`src/rtl/dct_pkg.sv`:
```
// Shared types for the DCT front end: fetch tag, fetch FSM states and image geometry.
package dct_pkg;

    localparam int PIX_W        = 8;
    localparam int PIX_PER_WORD = 8;
    localparam int IMG_WORDS    = 32768;
    localparam int BLK_W        = 12;
    localparam int ROW_W        = 3;
    localparam int TAG_W        = ROW_W + BLK_W;

    typedef struct packed {
        logic [ROW_W-1:0] row;
        logic [BLK_W-1:0] blk;
    } fetch_tag_t;

    typedef enum logic [1:0] {
        IDLE,
        ISSUE,
        DRAIN
    } fetch_state_t;

endpackage

```
`src/rtl/dct_fetch_fifo.sv`:
```
// Small synchronous skid FIFO holding returned SRAM words with their block/row tag.
module dct_fetch_fifo #(
    parameter int DEPTH = 4,
    parameter int W     = 79
) (
    input  logic                         clk,
    input  logic                         reset,
    input  logic                         push,
    input  logic [W-1:0]                 wdata,
    input  logic                         pop,
    output logic [W-1:0]                 rdata,
    output logic [$clog2(DEPTH+1)-1:0]   count,
    output logic                         empty,
    output logic                         full
);

    localparam int CNT_W = $clog2(DEPTH + 1);
    localparam int PTR_W = (DEPTH > 1) ? $clog2(DEPTH) : 1;

    logic [W-1:0]     mem_q [DEPTH];
    logic [W-1:0]     mem_d [DEPTH];
    logic [PTR_W-1:0] wr_ptr_q, wr_ptr_d;
    logic [PTR_W-1:0] rd_ptr_q, rd_ptr_d;
    logic [CNT_W-1:0] count_q, count_d;
    logic             do_push, do_pop;

    function automatic logic [PTR_W-1:0] ptr_inc(input logic [PTR_W-1:0] p);
        return (p == PTR_W'(DEPTH - 1)) ? '0 : p + PTR_W'(1);
    endfunction

    assign empty   = (count_q == '0);
    assign full    = (count_q == CNT_W'(DEPTH));
    assign count   = count_q;
    assign do_push = push & ~full;
    assign do_pop  = pop & ~empty;
    // Head is forced to zero when empty so the tag outputs read 0 out of reset.
    assign rdata   = empty ? '0 : mem_q[rd_ptr_q];

    always_comb begin
        mem_d    = mem_q;
        wr_ptr_d = wr_ptr_q;
        rd_ptr_d = rd_ptr_q;
        count_d  = count_q;
        if (do_push) begin
            mem_d[wr_ptr_q] = wdata;
            wr_ptr_d        = ptr_inc(wr_ptr_q);
        end
        if (do_pop) begin
            rd_ptr_d = ptr_inc(rd_ptr_q);
        end
        case ({do_push, do_pop})
            2'b10:   count_d = count_q + CNT_W'(1);
            2'b01:   count_d = count_q - CNT_W'(1);
            default: count_d = count_q;
        endcase
    end

    always_ff @(posedge clk) begin
        mem_q <= mem_d;
    end

    always_ff @(posedge clk or posedge reset) begin
        if (reset) begin
            wr_ptr_q <= '0;
            rd_ptr_q <= '0;
            count_q  <= '0;
        end else begin
            wr_ptr_q <= wr_ptr_d;
            rd_ptr_q <= rd_ptr_d;
            count_q  <= count_d;
        end
    end

endmodule

```
`src/rtl/dct_block_fetcher.sv`:
```
// Reads the raster-ordered input image from SRAM and streams it to the DCT core in 8x8-block order,
// one block row per beat, with credit-based issue so the skid FIFO can absorb core backpressure.
module dct_block_fetcher
    import dct_pkg::*;
#(
    parameter int ADDR_W     = 15,
    parameter int WPR_LOG2   = 6,
    parameter int DATA_W     = 64,
    parameter int READ_LAT   = 1,
    parameter int FIFO_DEPTH = 4
) (
    input  logic              clk,
    input  logic              reset,
    input  logic              start,
    output logic              busy,
    output logic              done,
    output logic              mem_rd_en,
    output logic [ADDR_W-1:0] mem_addr,
    input  logic [DATA_W-1:0] mem_rdata,
    output logic              out_valid,
    input  logic              out_ready,
    output logic [DATA_W-1:0] out_data,
    output logic [2:0]        out_row,
    output logic              out_last,
    output logic [11:0]       out_blk
);

    localparam int BR_W   = ADDR_W - WPR_LOG2 - ROW_W;
    localparam int CNT_W  = $clog2(FIFO_DEPTH + 1);
    localparam int FIFO_W = DATA_W + TAG_W;

    fetch_state_t            state_q, state_d;
    logic [ROW_W-1:0]        r_q, r_d;
    logic [WPR_LOG2-1:0]     bc_q, bc_d;
    logic [BR_W-1:0]         br_q, br_d;
    logic [CNT_W-1:0]        inflight_q, inflight_d;
    logic                    done_q, done_d;
    logic [READ_LAT-1:0]     vld_pipe_q, vld_pipe_d;
    fetch_tag_t [READ_LAT-1:0] tag_pipe_q, tag_pipe_d;

    logic                    issue, last_addr, ret, pop, final_pop;
    logic [CNT_W-1:0]        fifo_count;
    logic                    fifo_empty, fifo_full;
    logic [FIFO_W-1:0]       fifo_rdata;
    fetch_tag_t              head_tag;

    // Credit counts every word already owned by the fetcher (queued or still in the SRAM pipe).
    assign issue     = (state_q == ISSUE) &&
                       (({1'b0, fifo_count} + {1'b0, inflight_q}) < (CNT_W + 1)'(FIFO_DEPTH));
    assign last_addr = &{br_q, r_q, bc_q};
    assign ret       = vld_pipe_q[READ_LAT-1];
    assign pop       = out_valid & out_ready;
    assign head_tag  = fifo_rdata[TAG_W-1:0];
    assign final_pop = pop && (&head_tag.row) && (&head_tag.blk);

    assign mem_rd_en = issue;
    assign mem_addr  = {br_q, r_q, bc_q};
    assign out_valid = ~fifo_empty;
    assign out_data  = fifo_rdata[FIFO_W-1 -: DATA_W];
    assign out_row   = head_tag.row;
    assign out_blk   = head_tag.blk;
    assign out_last  = &head_tag.row;
    // busy covers the done cycle so a start coincident with done is dropped.
    assign busy      = (state_q != IDLE) | done_q;
    assign done      = done_q;

    always_comb begin
        state_d = state_q;
        r_d     = r_q;
        bc_d    = bc_q;
        br_d    = br_q;
        done_d  = 1'b0;
        case (state_q)
            IDLE: begin
                r_d  = '0;
                bc_d = '0;
                br_d = '0;
                if (start && !done_q) begin
                    state_d = ISSUE;
                end
            end
            ISSUE: begin
                if (issue) begin
                    if (last_addr) begin
                        state_d = DRAIN;
                    end else begin
                        // r fastest, then block column, then block row.
                        {br_d, bc_d, r_d} = {br_q, bc_q, r_q} + ADDR_W'(1);
                    end
                end
            end
            DRAIN: begin
                if (final_pop) begin
                    state_d = IDLE;
                    done_d  = 1'b1;
                end
            end
            default: state_d = IDLE;
        endcase
    end

    always_comb begin
        inflight_d = inflight_q;
        case ({issue, ret})
            2'b10:   inflight_d = inflight_q + CNT_W'(1);
            2'b01:   inflight_d = inflight_q - CNT_W'(1);
            default: inflight_d = inflight_q;
        endcase
        vld_pipe_d        = vld_pipe_q;
        tag_pipe_d        = tag_pipe_q;
        vld_pipe_d[0]     = issue;
        tag_pipe_d[0].row = r_q;
        tag_pipe_d[0].blk = BLK_W'({br_q, bc_q});
        for (int i = 1; i < READ_LAT; i++) begin
            vld_pipe_d[i] = vld_pipe_q[i-1];
            tag_pipe_d[i] = tag_pipe_q[i-1];
        end
    end

    always_ff @(posedge clk or posedge reset) begin
        if (reset) begin
            state_q    <= IDLE;
            r_q        <= '0;
            bc_q       <= '0;
            br_q       <= '0;
            inflight_q <= '0;
            done_q     <= 1'b0;
            vld_pipe_q <= '0;
            tag_pipe_q <= '0;
        end else begin
            state_q    <= state_d;
            r_q        <= r_d;
            bc_q       <= bc_d;
            br_q       <= br_d;
            inflight_q <= inflight_d;
            done_q     <= done_d;
            vld_pipe_q <= vld_pipe_d;
            tag_pipe_q <= tag_pipe_d;
        end
    end

    dct_fetch_fifo #(
        .DEPTH (FIFO_DEPTH),
        .W     (FIFO_W)
    ) u_fifo (
        .clk   (clk),
        .reset (reset),
        .push  (ret),
        .wdata ({mem_rdata, tag_pipe_q[READ_LAT-1]}),
        .pop   (pop),
        .rdata (fifo_rdata),
        .count (fifo_count),
        .empty (fifo_empty),
        .full  (fifo_full)
    );

endmodule
```
`config.mk`:
```
export PLATFORM = sky130hd
export DESIGN_NAME = dct_block_fetcher
export DESIGN_NICKNAME = d
export VERILOG_FILES = /design/src/rtl/dct_pkg.sv /design/src/rtl/dct_fetch_fifo.sv /design/src/rtl/dct_block_fetcher.sv
export SDC_FILE = /design/constraint.sdc
export NUM_CORES = 1
export LEC_CHECK = 0
export ABC_AREA = 1
export CAP_MARGIN = 5
export CORE_ASPECT_RATIO = 1.4
export CORE_MARGIN = 2
export CORE_UTILIZATION = 55
export CTS_BUF_LIST = sky130_fd_sc_hd__clkbuf_4 sky130_fd_sc_hd__clkbuf_8 sky130_fd_sc_hd__clkbuf_16
export DETAILED_ROUTE_END_ITERATION = 8
export PLACE_DENSITY = 0.77
export SLEW_MARGIN = 30
export SYNTH_ARGS = -nofsm -noshare
export SYNTH_HDL_FRONTEND = slang
export SYNTH_SLANG_ARGS = --single-unit
export TNS_END_PERCENT = 20
```
`constraint.sdc`:
```
create_clock -name clk -period 5.6 [get_ports clk]
set_input_delay 1.4 -clock clk [delete_from_list [all_inputs] [get_ports clk]]
set_output_delay 1.4 -clock clk [all_outputs]
set_load 0.05 [all_outputs]
```
### Yosys cells after proc, flatten, opt, wreduce, memory -nomap -nowiden

Cells that the tools add are included.

* bits in registers: 360
* input bits: 68
* output and inout bits: 99
* word-level logic and storage cells: 94

* add/subtract/negate cells: 8
* magnitude comparators: 4
* equality and inequality tests: 14
* multiplexer cells: 27
* bitwise gates (word level): 8
* reductions and logical operators: 17

Operators with widths (number)
* $bwmux 316: 1
* $mux 79: 4
* $bmux 79 s2: 1
* $demux 79 s2: 1
* $mux 6: 4
* $pmux 6 s2: 2
* $pmux 3 s2: 3
* $add 15x1->15 const B: 1
* $reduce_and 15->1: 1
* $mux 2: 6
* $reduce_and 12->1: 1
* $eq 2x2->1 const B: 5
* $ne 2x2->1 const B: 5
* $reduce_bool 2->1: 4
* $add 3x1->3 const B: 2
* $eq 2x1->1 const B: 3
* $ge 3x3->1 const B: 2
* $mux 3: 2
* $not 2->3: 2
* $pmux 2 s3: 1
* $reduce_and 3->1: 2
* $sub 3x1->3 const B: 2
* $logic_and 1x1->1: 5
* $add 2x1->2 const B: 2
* other kinds (12): 16

### Depth between registers and ports, before layout

Gate-level depths: netlist of run 1.

* depth after elaboration: 10
* mapped depth: 13
* depth with buffers taken out: 11

### Cells and area by module

Synthesis of run 1 repeated with hierarchy kept, for this count alone.

* cell total of the unflattened synthesis: 1533
* area, all modules: 15767.6 sq um

By module, submodules not included
* dct_fetch_fifo: instances 1, cells each 1306, area each 13924.6 sq um, sequential area each 9664.3 sq um
* dct_block_fetcher: instances 1, cells each 227, area each 1843.0 sq um, sequential area each 925.9 sq um

### Worst setup path after synthesis of run 1

Ideal clock, no wire load.

* kind: register to register
* start: register u_fifo.wr_ptr_q[0] (netlist name)
* end: register u_fifo.mem_q[100] (netlist bit), enable pin
* setup time: 0.517 ns
* arrival: 3.943 ns
* required time: 5.083 ns
* path slack: 1.140 ns
* cell stages (with the launch flop): 5
* buffers on the path: 0
* clock period less this slack: 4.460 ns
* cells stage by stage: dfrtp_1 -> inv_1 -> ha_1 -> inv_1 -> nor2_1

RTL lines
* end signal, assigned: line dct_fetch_fifo.sv:59 `mem_q <= mem_d;`
* end, declared: line dct_fetch_fifo.sv:20 `logic [W-1:0] mem_q [DEPTH];`

### Worst setup path after layout of run 1

* start: register u_fifo.rd_ptr_q[1]
* end: output port out_data[58]

* word-level cells in the longest chain between the ends: 5

RTL lines
* start, declared: line dct_fetch_fifo.sv:23 `logic [PTR_W-1:0] rd_ptr_q, rd_ptr_d;`
* start signal, assigned: line dct_fetch_fifo.sv:69 `rd_ptr_q <= rd_ptr_d;`
* $not 2->3 (implied by the code): line dct_fetch_fifo.sv:37 `assign rdata = empty ? '0 : mem_q[rd_ptr_q];`
* $bmux 79 s2: line dct_fetch_fifo.sv:37
* $mux 79 (implied by the code) (2 in a row): line dct_fetch_fifo.sv:37
* $mux 79: line dct_fetch_fifo.sv:37
* end, declared: line dct_block_fetcher.sv:22 `output logic [DATA_W-1:0] out_data,`

Every way passes these cells. The select of a mux whose other input is x is not followed.

==> impl_metrics.toml, run 1 <==
[clock_tree]
clock-root-buffer = "clkbuf_16"
clock_latency_ps = 500
ctsLongestPathBuffers = 3
cts-resized-gates = 0
postCtsSetupBuffers = 0
cts_sinks = 360
htree_levels = 2
numCtsBuffers = 34
path_clk_slew_ps = 60
postCtsHoldBufs = 0
cts_tree = "yes"

[run]
maxCapViolCount = 0

[timing]
worst_pin_slew_ps = 788
hold_viol = 0
setup_viol = 0
fmax_mhz = 214
period_share_pct = 83.4
slew_viol_final = 0
rsz0062_at_grt = "no"
finClkSkew_ps = 14.6
fin_tns_setup_ps = 0
fin_hold_ws_ps = 463
finalCriticalPeriod_ps = 4670
relSlewSlack_pct = 47.4

[logic_synthesis]
yosysSeqAreaShare_pct = 73.1
synth_area_leaders = "edfxtp_1, nor2_1, dfrtp_1"
ys_ff_latch = 360
yosys_warnings = 0
synth_common_cells = "edfxtp_1, nor2_1, nand2_1"
synth_top_area_share_pct = 65.5
ys.flop_type = "edfxtp_1"
synth_cells = 1222
syn_avg_cell_area_um2 = 11.9
postSynth.asyncResetShare_pct = 12.2
synth_edf_count = 316
yosysTopAreaCell = "edfxtp_1"
synth_most_common_cell = "edfxtp_1"
ys_types = 29
syn_area_um2 = 14500
synth_fp_nets = 1302

[routing]
antenna_left = 0
via_count = 9411
drc = 0
drt-vias-per-instance = 5.44
routedWlPerCell_um = 17.4
drt_iter0_markers = 763
drt_pass1_iterations = 5
routed_wl_mm = 30.1

[hold_path]
hp-class = "register to register"
holdCritStartpoint = "br_q[5]"

[floorplanning]
die_area_um2 = 27700
core_um2 = 26000
die_y_um = 196
die_x_um = 141
ios = 167
rows = 70
start_util_pct = 55.7

[cells_and_area]
nNetsFinal = 1458
drive_gt1_share_pct = 6.41
fin_cells = 1730
multi_input_area_um2 = 3410
seq_area_um2 = 10600
syn2layout_area_growth_pct = 21.7
fillers = 1810

[power]
clkPwrFrac_pct = 20.7
internal-power_w = 0.00637
p_comb_share_pct = 47.8
power_switching_w = 0.00485
p_per_area_nw_per_um2 = 636
seqPwrFrac_pct = 31.6
p_leak_nw = 6.46
switching_share_pct = 43.2
ir_worst_vdd_mv = 0.449

[setup_path]
crit_type = "register to output port"
cp-end-kind = "output port"
startpoint = "u_fifo.rd_ptr_q[1]"
path_max_fanout = 44
timing.rr.start = "u_fifo.count[1]"
cp.arrival_ps = 3270
cp.required_ps = 4200
startpoint_type = "register"

[global_route]
antenna_found_initial = 3
track_usage_pct = 21.7
grt_first_pass_wirelength_mm = 46.7
grt_pass1_vias = 9194
grt_start_max_net_pins = 161
overflow = 0

[placed_design]
globalplace.congestion = 0.848
place.port_buffers = 166
dp_cells = 1666
place_hpwl_mm = 17.0

[outcome]
status = "finished clean"
## power groups by stage
stage                     registers (W)  clock network [W]  logic (W)
after global routing            0.00357            0.00247    0.00572
final                           0.00354            0.00232    0.00536
after global placement          0.00357                  0    0.00532
after detailed placement        0.00359                  0    0.00538
after floorplan                 0.00364                  0    0.00362
after CTS                       0.00354            0.00235    0.00540
## routing by layer
layer	up-vias	routed length [um]	global-route usage, %
met4	2	885	8.15
met5	-	11	0
met1	4525	11600	26.8
met3	56	2020	3.86
li1	4499	-	-
met2	329	15600	38.2
## worst paths after layout
| kind | endpoint | slack (ps) | depth (start not counted) |
|---|---|---|---|
| worst max register to register | u_fifo.count[2] | 3290 | 7 |
| worst max-delay path | out_data[58] | 930 | 6 |
| worst min-delay path | tag_pipe_q[11] | 460 | 0 |
| max in group asynchronous | u_fifo.rd_ptr_q[0] | 3830 | 3 |
| worst min register to register | tag_pipe_q[11] | 460 | 0 |
| min in group asynchronous | ret | 1340 | 3 |
## kinds of logic (layout without fill, tap and decap cells)
family	after synthesis	in the layout	share of synthesized area (%)
xor+xnor	15	15	0.907
compound gates	223	223	7.87
other cells	0	2	0
flops	360	360	73.1
simple gates	493	493	13.4
fa+ha+maj	12	12	1.14
buf+inv	119	301	3.61
## critical path: stages (launching register included)
cell and delay (ps):
dfrtp_2 370, clkinv_2 610, buf_12 460, nor2_1 130, o21ai_0 100, a21oi_1 230
clkdlybuf4s50_1 850
## layout make-up
type | instances | area share, %
antenna | 2 | 0.0284
clock buffer | 48 | 5.75
multi-input combinational | 743 | 19.4
sequential | 360 | 60.1
clock inverter | 14 | 0.830
inverter | 56 | 1.21
tap | 324 | 2.30
timing repair buffer | 183 | 10.4
## placed cells by master, fill, tap and decap left out, types with 5 or more instances in the layout
master,instances
a21oi_1,79
nor2_1,290
dfrtp_1,42
clkbuf_4,10
ha_1,10
nor3_1,6
xnor2_1,5
edfxtp_1,316
inv_1,52
nor2_4,5
buf_4,12
o21ai_0,140
clkbuf_16,37
clkinv_1,7
nand2_1,151
clkdlybuf4s50_1,166
xor2_1,10
nand3_1,33
## sequential cells by signal, summed over array words and instances (netlist names), 3 cells and up
| signal | flops |
|---|---|
| u_fifo.mem_q | 316 |
| tag_pipe_q | 15 |
| bc_q | 6 |
| br_q | 6 |
| inflight_q | 3 |
| r_q | 3 |
| u_fifo.count | 3 |
## metrics by stage
stage	worst slack, ps	area [um2]	util, %	total power, W
after global routing	757	17600	67.8	0.0118
final	929	17600	67.8	0.0112
after detailed placement	1630	16500	63.3	0.00897
after CTS	1080	17600	67.8	0.0113
after global placement	1620	16500	63.3	0.00889
after floorplan	1140	14500	-	0.00727
No activity file was read; power rests on OpenSTA's default activity.
==> inputs of run 2 (changes only) <==
Clock period 5.6 ns to 4.3 ns, I/O delays scaled along.
==> run 2 against run 1 <==
  * Total power up 31%
  * Register-to-register slack worse by 1700 ps
  * Routed wire length up 4.9%
  * Flip-flop and latch count unchanged
  * Worst hold slack better by 14 ps
  * Die area unchanged
  * Final area about the same
  * First-iteration DRC count up 8.1%
  * Clock skew down 3.9 ps
  * Combinational power up 30%
==> impl_metrics.toml, run 2 (synthesized netlist as in run 1, its figures left out) <==
[outcome]
status = "finished clean"

[global_route]
grt_first_pass_wirelength_mm = 49.6
track_usage_pct = 22.9
grt_pass1_vias = 9811
antenna_found_initial = 3
grt_start_max_net_pins = 91
overflow = 0

[power]
p_leak_nw = 6.61
p_per_area_nw_per_um2 = 835
power_w = 0.0147
ir_worst_vdd_mv = 0.674

[cells_and_area]
largest_reg_flops = 316
final_common_cell = "edfxtp_1"
largest_registers = "u_fifo.mem_q (316), tag_pipe_q (15)"
multi_input_area_um2 = 3410
nNetsFinal = 1459
drive_gt1_share_pct = 12.3
seq_area_um2 = 10600
most-common-layout-cells = "edfxtp_1, nor2_1, nand2_1"
utilization_pct = 67.9
fillers = 1824
syn2layout_area_growth_pct = 21.8
regMostFlops = "u_fifo.mem_q"

[floorplanning]
rows = 70
die_x_um = 141
die_area_um2 = 27700
ios = 167
die_y_um = 196
start_util_pct = 55.7
core_um2 = 26000

[setup_path]
cp.required_ps = 3220
cp-end-kind = "output port"
path_max_fanout = 72
crit_type = "register to output port"
cp.arrival_ps = 2840
startpoint_type = "register"

[placed_design]
place_hpwl_mm = 18.4
place.port_buffers = 166
globalplace.congestion = 0.848

[timing]
finClkSkew_ps = 10.6
setup_viol = 0
hold_viol = 0
fin_tns_setup_ps = 0
slew_viol_final = 0
worst_pin_slew_ps = 854
finalCriticalPeriod_ps = 3910
period_share_pct = 91.0
rsz0062_at_grt = "no"
relSlewSlack_pct = 43.0
fmax_mhz = 255

[hold_path]
hp-class = "register to register"

[routing]
drt_pass1_iterations = 5
drt-vias-per-instance = 5.50
drt_iter0_markers = 825
antenna_left = 0
drc = 0
routed_wl_mm = 31.6
via_count = 9517
routedWlPerCell_um = 18.2

[clock_tree]
numCtsBuffers = 34
cts_sinks = 360
ctsLongestPathBuffers = 3
cts_tree = "yes"
htree_levels = 2
path_clk_slew_ps = 60
clock-root-buffer = "clkbuf_16"
cts-resized-gates = 0
postCtsHoldBufs = 0
postCtsSetupBuffers = 0
clock_latency_ps = 510

[run]
maxCapViolCount = 0
## run 2: through the flow
stage | setup WS, ps | cells | instance area [um2] | hold slack [ps]
2_1_floorplan | -160 | 1222 | 14500 | 453
3_5_place_dp | 929 | 1665 | 16400 | 462
4_1_cts | 367 | 1726 | 17600 | 475
5_1_grt | 202 | 1729 | 17600 | 501
3_3_place_gp | 944 | 1664 | 16400 | 461
6_report | 385 | 1730 | 17700 | 478
## run 2: final cells by class
type	count	share of cell area (%)
Sequential cell	360	60.0
Multi-Input combinational cell	743	19.3
Timing Repair Buffer	184	10.5
Clock buffer	45	5.73
Tap cell	324	2.30
Inverter	56	1.20
Clock inverter	16	0.914
Antenna cell	2	0.0284
## run 2: critical path, cell delays in order (launching register included)
cell	delay, ps
dfrtp_4	980
inv_4	360
buf_4	360
o21ai_0	260
a21oi_1	110
buf_4	220
## run 2: routing by layer
layer | global-route usage, % | vias up | part of all wire, %
met5 | 0 | - | 0.051
met4 | 9.63 | 2 | 3.4
met3 | 3.98 | 74 | 6.7
met2 | 40.7 | 356 | 52
met1 | 27.5 | 4580 | 38
li1 | - | 4505 | -
## run 2: worst paths after layout
| check | start | to | depth (start not counted) | slack [ps] |
|---|---|---|---|---|
| min | br_q[5] | tag_pipe_q[11] | 0 | 480 |
| max | u_fifo.rd_ptr_q[0] | out_data[33] | 5 | 390 |
| max reg2reg | u_fifo.rd_ptr_q[0] | state_q[1] | 10 | 1620 |
| min reg2reg | br_q[5] | tag_pipe_q[11] | 0 | 480 |
| min in group asynchronous | reset | u_fifo.count[2] | 2 | 880 |
| max in group asynchronous | reset | tag_pipe_q[0] | 3 | 2630 |
## run 2: where the power goes
group          leakage (nW)  switching [W]  internal [W]
clock network         0.576        0.00122       0.00184
registers              3.48       0.000301       0.00442
logic                  2.55        0.00493       0.00203
total                  6.61        0.00645       0.00829
==> inputs of run 3 (changes only) <==
Settings changed: CAP_MARGIN 5 to 30, CTS_CLUSTER_SIZE set to 16, DONT_BUFFER_PORTS set to 1, PLACE_DENSITY 0.77 to 0.69.
==> run 3 against run 2 <==
  * Final cell count decreased by 5.1%
  * Clock skew increased by 1.7 ps
  * Non-clock buffer count decreased by 88
  * Largest cell class unchanged
  * Highest routed layer is now met4
==> impl_metrics.toml, run 3 (synthesized netlist as in run 1, its figures left out) <==
[outcome]
status = "finished clean"

[setup_path]
r2r_cells = 8
crit_buf_inv = 3
cp.arrival_ps = 2660
regToRegSetupSlack_ps = 1400
cp.required_ps = 3220
crit_chain = "inv_4 > buf_4 > o21ai_0 > a21oi_1 > buf_4"
cp_slowest_stage_delay_ps = 580
startpoint_type = "register"
r2r-end = "inflight_q[1]"
cp-end-kind = "output port"
cpMostUsedCell = "buf_4"
crit_family = "buffers and inverters"
path_max_fanout = 83
crit_type = "register to output port"
cp_slowest_cell = "inv_4"
timing.rr.start = "state_q[1]"

[floorplanning]
core_um2 = 26000
start_util_pct = 55.7
die_x_um = 141
die_area_um2 = 27700
rows = 70
die_y_um = 196
ios = 167

[timing]
hold_viol = 0
relSlewSlack_pct = 35.0
setup_viol = 0
rsz0062_at_grt = "no"
finClkSkew_ps = 12.4
fin_hold_ws_ps = 484
worst_pin_slew_ps = 972
finalCriticalPeriod_ps = 3730
period_share_pct = 86.8
fmax_mhz = 268
slew_viol_final = 0

[cells_and_area]
fillers = 1896
most-common-layout-cells = "edfxtp_1, nor2_1, nand2_1"
drive_gt1_share_pct = 13.1
syn2layout_area_growth_pct = 14.3
antenna_cells = 0
nNetsFinal = 1371
largest_registers = "u_fifo.mem_q (316), tag_pipe_q (15)"
final_common_cell = "edfxtp_1"
regMostFlops = "u_fifo.mem_q"
largest_reg_flops = 316

[routing]
via_count = 9059
drt_pass1_iterations = 5
antenna_left = 0
routed_wl_mm = 30.6
drt_iter0_markers = 615
drc = 0
routedWlPerCell_um = 18.7
drt-vias-per-instance = 5.52

[clock_tree]
cts_sinks = 360
clock-root-buffer = "clkbuf_16"
ctsLongestPathBuffers = 3
htree_levels = 2
cts-resized-gates = 0
clock_latency_ps = 500
numCtsBuffers = 34
cts_tree = "yes"
postCtsSetupBuffers = 0
path_clk_slew_ps = 60
postCtsHoldBufs = 0

[global_route]
grt_pass1_vias = 8956
track_usage_pct = 22.0
antenna_found_initial = 0
overflow = 0
grt_first_pass_wirelength_mm = 47.2
grt_start_max_net_pins = 105

[run]
maxCapViolCount = 0

[placed_design]
globalplace.congestion = 0.795
place.port_buffers = 0
place_hpwl_mm = 17.4

[hold_path]
hold-path-endpoint = "inflight_q[2]"
hp-class = "register to register"
holdPathStages = 1
holdCritStartpoint = "inflight_q[2]"
-- run 3: worst max-delay path by stage --
stage,start,endpoint,slack (ps),depth (start not counted)
detailed placement,u_fifo.rd_ptr_q[0],out_data[52],1090,5
finish,u_fifo.rd_ptr_q[0],out_data[58],570,5
global placement,u_fifo.rd_ptr_q[0],out_data[41],1130,6
global route,u_fifo.rd_ptr_q[0],out_data[52],420,5
CTS,u_fifo.rd_ptr_q[0],out_data[52],540,5
floorplan,u_fifo.wr_ptr_q[0],u_fifo.mem_q[100],-160,4
-- run 3: area by class of cell --
type	count	area, um2	share of cell area [%]
tap	324	405	2.45
clock buffer	52	1050	6.34
inverter	56	213	1.28
multi-input combinational	743	3400	20.6
sequential	360	10600	64.0
timing repair buffer	96	802	4.84
clock inverter	10	95.1	0.574
-- run 3: through the flow --
stage | setup slack (ps) | setup TNS (ps) | area (um2) | cells | utilization, %
after floorplan | -160 | -45450 | 14500 | 1222 | -
after global placement | 1130 | 0 | 15400 | 1577 | 59.1
after detailed placement | 1090 | 0 | 15400 | 1577 | 59.1
after CTS | 542 | 0 | 16500 | 1639 | 63.5
after global routing | 420 | 0 | 16600 | 1641 | 63.7
final | 566 | 0 | 16600 | 1641 | 63.7
-- run 3: per-layer routing --
| metal | global-route usage [%] | vias up | routed length [um] |
|---|---|---|---|
| met3 | 5.44 | 66 | 2010 |
| met5 | 0 | - | 0 |
| met4 | 8.41 | 0 | 972 |
| met1 | 25.4 | 4408 | 11700 |
| li1 | - | 4323 | - |
| met2 | 39.3 | 262 | 16000 |
Power of run 3 is not shown: default switching activity piles up to over one toggle a cycle in this logic, so the estimate is an artifact.
